==> config.mk <==
export PLATFORM = sky130hd
export DESIGN_NAME = bit_serial_alu_sequencer_flat
export DESIGN_NICKNAME = d
export VERILOG_FILES = /design/src/rtl/bit_serial_alu_sequencer_if.sv /design/src/rtl/bit_serial_alu_sequencer.sv /design/src/flat_wrapper.sv
export SDC_FILE = /design/constraint.sdc
export NUM_CORES = 1
export LEC_CHECK = 0
export CAP_MARGIN = 20
export CORE_MARGIN = 8
export CORE_UTILIZATION = 40
export DETAILED_ROUTE_END_ITERATION = 8
export PLACE_DENSITY = 0.68
export SYNTH_ARGS = -nofsm -noshare
export SYNTH_HDL_FRONTEND = slang
export SYNTH_SLANG_ARGS = --single-unit
==> constraint.sdc <==
create_clock -name clk -period 1.7 [get_ports clk]
set_input_delay 0.17 -clock clk [delete_from_list [all_inputs] [get_ports clk]]
set_output_delay 0.17 -clock clk [all_outputs]
set_load 0.01 [all_outputs]
==> src/rtl/bit_serial_alu_sequencer_if.sv <==
// Handshake and 1-bit ALU bundle for bit_serial_alu_sequencer.
// slave is the sequencer's view; master is the surrounding system (producer, consumer and ALU).
interface bit_serial_alu_sequencer_if #(
   parameter int WIDTH = 8
);
   logic             in_valid;
   logic             in_ready;
   logic [WIDTH-1:0] in_a;
   logic [WIDTH-1:0] in_b;
   logic [1:0]       in_op;
   logic             alu_a;
   logic             alu_b;
   logic [1:0]       alu_op;
   logic             alu_out;
   logic             out_valid;
   logic             out_ready;
   logic [WIDTH-1:0] out_result;
   logic             out_zero;

   modport slave (
      input  in_valid, in_a, in_b, in_op, alu_out, out_ready,
      output in_ready, alu_a, alu_b, alu_op, out_valid, out_result, out_zero
   );

   modport master (
      output in_valid, in_a, in_b, in_op, alu_out, out_ready,
      input  in_ready, alu_a, alu_b, alu_op, out_valid, out_result, out_zero
   );
endinterface

==> src/rtl/bit_serial_alu_sequencer.sv <==
// Feeds a WIDTH-bit operand pair LSB-first through an external 1-bit logic ALU
// and reassembles the returned bits into a result word with a zero flag.
module bit_serial_alu_sequencer #(
   parameter int WIDTH = 8
) (
   input logic                     clk,
   input logic                     rst,
   bit_serial_alu_sequencer_if.slave bus
);
   localparam int CW = (WIDTH > 1) ? $clog2(WIDTH) : 1;

   typedef enum logic [1:0] {IDLE, RUN, DONE} state_t;

   state_t           state;
   state_t           state_next;
   logic [WIDTH-1:0] a_sh;
   logic [WIDTH-1:0] b_sh;
   logic [WIDTH-1:0] res;
   logic [WIDTH-1:0] res_next;
   logic [1:0]       op_q;
   logic [CW-1:0]    cnt;
   logic             zero_q;
   logic             ready;
   logic             accept;
   logic             last_bit;

   // Each returned bit enters at the MSB, so bit i lands in position i after WIDTH shifts.
   assign res_next = {bus.alu_out, res[WIDTH-1:1]};
   assign accept   = ready & bus.in_valid;
   assign last_bit = (state == RUN) && (cnt == CW'(WIDTH - 1));
   assign bus.in_ready = ready;

   always_ff @(posedge clk) begin
      if (rst) begin
         state  <= IDLE;
         a_sh   <= '0;
         b_sh   <= '0;
         res    <= '0;
         op_q   <= 2'b00;
         cnt    <= '0;
         zero_q <= 1'b0;
      end else begin
         state <= state_next;
         if (accept) begin
            a_sh   <= bus.in_a;
            b_sh   <= bus.in_b;
            op_q   <= bus.in_op;
            cnt    <= '0;
            res    <= '0;
            zero_q <= 1'b0;
         end else if (state == RUN) begin
            a_sh <= a_sh >> 1;
            b_sh <= b_sh >> 1;
            res  <= res_next;
            cnt  <= cnt + 1'b1;
            if (last_bit) begin
               zero_q <= (res_next == '0);
            end
         end
      end
   end

   // The result is only exposed in DONE, so a partially assembled word never leaks out.
   always_comb begin
      state_next     = state;
      ready          = 1'b0;
      bus.out_valid  = 1'b0;
      bus.out_result = '0;
      bus.out_zero   = 1'b0;
      bus.alu_a      = 1'b0;
      bus.alu_b      = 1'b0;
      bus.alu_op     = 2'b00;
      case (state)
         IDLE: begin
            ready = ~rst;
            if (bus.in_valid && !rst) begin
               state_next = RUN;
            end
         end
         RUN: begin
            bus.alu_a  = a_sh[0];
            bus.alu_b  = b_sh[0];
            bus.alu_op = op_q;
            if (last_bit) begin
               state_next = DONE;
            end
         end
         DONE: begin
            bus.out_valid  = 1'b1;
            bus.out_result = res;
            bus.out_zero   = zero_q;
            if (bus.out_ready) begin
               state_next = IDLE;
            end
         end
         default: state_next = IDLE;
      endcase
   end
endmodule

==> src/flat_wrapper.sv <==
// flat-port wrapper written by rule: the top's interface ports become plain ports
module bit_serial_alu_sequencer_flat 
#(
   parameter int WIDTH = 8
)
  (clk, rst, bus_in_valid, bus_in_a, bus_in_b, bus_in_op, bus_alu_out, bus_out_ready, bus_in_ready, bus_alu_a, bus_alu_b, bus_alu_op, bus_out_valid, bus_out_result, bus_out_zero);
  bit_serial_alu_sequencer_if #(.WIDTH(WIDTH)) bus_i ();
  input logic clk;
  input logic rst;
  input wire logic [$bits(bus_i.in_valid)-1:0] bus_in_valid;
  input wire logic [$bits(bus_i.in_a)-1:0] bus_in_a;
  input wire logic [$bits(bus_i.in_b)-1:0] bus_in_b;
  input wire logic [$bits(bus_i.in_op)-1:0] bus_in_op;
  input wire logic [$bits(bus_i.alu_out)-1:0] bus_alu_out;
  input wire logic [$bits(bus_i.out_ready)-1:0] bus_out_ready;
  output wire logic [$bits(bus_i.in_ready)-1:0] bus_in_ready;
  output wire logic [$bits(bus_i.alu_a)-1:0] bus_alu_a;
  output wire logic [$bits(bus_i.alu_b)-1:0] bus_alu_b;
  output wire logic [$bits(bus_i.alu_op)-1:0] bus_alu_op;
  output wire logic [$bits(bus_i.out_valid)-1:0] bus_out_valid;
  output wire logic [$bits(bus_i.out_result)-1:0] bus_out_result;
  output wire logic [$bits(bus_i.out_zero)-1:0] bus_out_zero;
  assign bus_i.in_valid = bus_in_valid;
  assign bus_i.in_a = bus_in_a;
  assign bus_i.in_b = bus_in_b;
  assign bus_i.in_op = bus_in_op;
  assign bus_i.alu_out = bus_alu_out;
  assign bus_i.out_ready = bus_out_ready;
  assign bus_in_ready = bus_i.in_ready;
  assign bus_alu_a = bus_i.alu_a;
  assign bus_alu_b = bus_i.alu_b;
  assign bus_alu_op = bus_i.alu_op;
  assign bus_out_valid = bus_i.out_valid;
  assign bus_out_result = bus_i.out_result;
  assign bus_out_zero = bus_i.out_zero;
  bit_serial_alu_sequencer #(.WIDTH(WIDTH)) u_core (.clk(clk), .rst(rst), .bus(bus_i));
endmodule
==> run summary, run 1 <==
clock-pin slew on the worst setup and hold paths - 0.08 ns
Setup Skew - 0.006950 ns
boundary pin count - 38
status - complete, no violations
Root Driver - clkbuf_4
Ys Warns - 0
post-synthesis sequential area ratio - 44.06%
Via Count - 1345
final hold vios - 0
Post-synth EDFFs - 0
initial core utilization - 40.63%
CP max FO - 6
peak supply drop - 0.3788 mV
critical path's slowest cell - dfxtp_2
final worst path period need - 1.573 ns
Fmax - 0.6356 GHz
Hold EP - u_core.a_sh[7]
WL/cell - 12.59 um
vias in the first global route - 1278
area grow syn2layout - 33.56%
hold_ws - 0.3900 ns
Tcrit/Tclk final - 92.55%
FF+latch count, synth - 32
Hold Crit Start - bus_in_a[7]
CTS tree - built
CP required - 1.53 ns
most frequent cells in the layout - nand2_1, dfxtp_1, a21oi_1, clkdlybuf4s50_1, nor2_1
total iterations of the first detailed-routing run - 4
via-per-instance ratio - 4.981
Die Y - 76.29 um
post-synthesis net count - 206
hold-fix buffers at CTS - 0
Critical path buffers and inverters - 2
first-pass GRT wire length - 5.989 mm
commonest non-fill, non-tap cell in the layout - nand2_1
RSZ-0062 raised after global routing - false
Initial DRC Count - 72
Core ar. - 3578 um^2
crit path kind - reg -> out
Clock Latency Late Sink - 0.32 ns
Port-buffer cells - 37
async set or reset register ratio after synthesis - 0%
Crit path arrival time - 1.40 ns
Final ANT Viol Nets - 0
Yosys cell types - 27
chip width - 76.29 um
clock buffers created by TritonCTS - 5
Worst-Margin Slew - 0.3851 ns
r2r worst-path depth - 5
drc violations - 0
setup violators final - 0
Synth Flop Type - dfxtp_1
FF-to-FF Start - u_core.state[1]
Avg Cell Area, Syn - 8.033 um^2
PD cells - 710.9 nW/um^2
maximum buffer depth of the clock tree - 2
GP Congestion - 0.7150
initial antenna violation count - 0
layout cell share with drive strength beyond 1 - 12.61%
Max Slew Vio Count - 0
final global-route overflow total - 0
largest net degree at the start of global routing - 20
Sink Count - 32
# diodes - 0
type of origin of the critical path - flop
worst r2r dst - u_core.b_sh[2]
crit-path max cell delay - 0.37 ns
Row Count - 22
MaxCap Viol Count - 0
flop2flop setup slack - 0.24 ns
Hold Path Class - in -> reg
synthesized cell area - 1454 um^2
HPWL Detailed - 2.368 mm
setup_tns - 0 ns
Top delay family on crit path - buffers and inverters
Nets - 249
gr usage total - 12.36%
Max-slew headroom - 74.33%
final wirelength - 3.398 mm
die area - 5820 um^2
H-tree depth - 2
critical path endpoint category - output port
critical path, cell by cell - nor2b_4, buf_4, and2_1, dlygate4sd2_1
Worst Hold Depth - 3
cells after synthesis - 181
Leak Pwr - 0.0007897 uW
[power breakdown]
| group | internal (uW) | leakage (uW) | switching, uW |
|---|---|---|---|
| Sequential | 782 | 0.000262 | 18.5 |
| Clock | 138 | 0.0000230 | 217 |
| Combinational | 121 | 0.000505 | 104 |
| Total | 1040 | 0.000790 | 340 |
[per-stage QoR]
stage | setup WS, ns | power (uW) | utilization, % | instance area, um^2 | cells
6_report | 0.1267 | 1381 | 54.27 | 1942 | 270
3_5_place_dp | 0.01046 | 1032 | 52.41 | 1876 | 260
3_3_place_gp | 0.03403 | 1029 | 52.41 | 1876 | 260
2_1_floorplan | 0.2409 | 936.3 | - | 1454 | 181
4_1_cts | 0.02323 | 1401 | 54.09 | 1936 | 269
5_1_grt | 0.02806 | 1463 | 54.27 | 1942 | 270
[logic make-up after synthesis]
family,synth area share (%)
simple gates,26.94
fa+ha+maj,1.721
flops,44.06
buf+inv,7.056
compound gates,19.62
xor+xnor,0.6025
[synth_stat cells (all sizes together) (2+ instances only)]
cell | n | share of area [%]
nand2 | 42 | 11
dfxtp | 32 | 44
a21oi | 28 | 9.6
nor2 | 18 | 4.6
a211oi | 13 | 6.7
and2 | 13 | 5.6
buf | 9 | 5.0
clkbuf | 7 | 1.8
a311oi | 2 | 1.6
ha | 2 | 1.7
nand3 | 2 | 0.69
nor4 | 2 | 0.86
[worst max-delay path by stage]
stage	from	endpoint	slack [ns]	depth (start not counted)
CTS	u_core.state[0]	bus_alu_op[0]	0.02	5
global route	u_core.state[0]	bus_alu_b	0.03	4
detailed placement	u_core.state[0]	bus_alu_b	0.01	3
finish	u_core.state[0]	bus_alu_b	0.13	4
global placement	u_core.state[0]	bus_alu_b	0.03	3
floorplan	u_core.state[1]	u_core.a_sh[5]	0.24	6
[final cells by class]
cell class	count	area [um^2]
Tap cell	48	60.06
Fill cell	362	1637
Inverter	1	3.754
Multi-Input combinational cell	132	720.7
Sequential cell	32	643.1
Timing Repair Buffer	52	476.7
Clock buffer	5	37.54
[worst register-to-register path, delay by kind of cell, from the launching register on]
kind            cells  cell delay, ns
flops               1            0.36
buf+inv             2            0.35
simple gates        1            0.33
compound gates      2            0.33
[sequential cells by signal, summed over array words and instances (netlist names)]
signal and cells:
u_core.res 8, u_core.b_sh 8, u_core.zero_q 1, u_core.a_sh 8, u_core.op_q 2, u_core.cnt 3
u_core.state 2
[timing repair]
| item | 4_1_cts | 5_1_grt |
|---|---|---|
| setup buffers | 4 | 1 |
| endpoints found under the setup margin | 14 | 2 |
| gates resized for setup | 19 | 3 |
| endpoints found under the hold margin | 0 | 0 |
| pin swaps | 0 | 0 |
[layer usage]
| layer | share of wire (%) | track usage (%) |
|---|---|---|
| met5 | 0 | 0 |
| met3 | 5.4 | 5.778 |
| met1 | 46 | 15.56 |
| met2 | 47 | 17.82 |
| met4 | 0.97 | 4.615 |
No activity file was read; power rests on OpenSTA's default activity.
==> run 2, diff against run 1 <==
- CTS_CLUSTER_SIZE: default -> 14
==> results of run 2 <==
Final layout, timing and power as in run 1 (identical DEF).
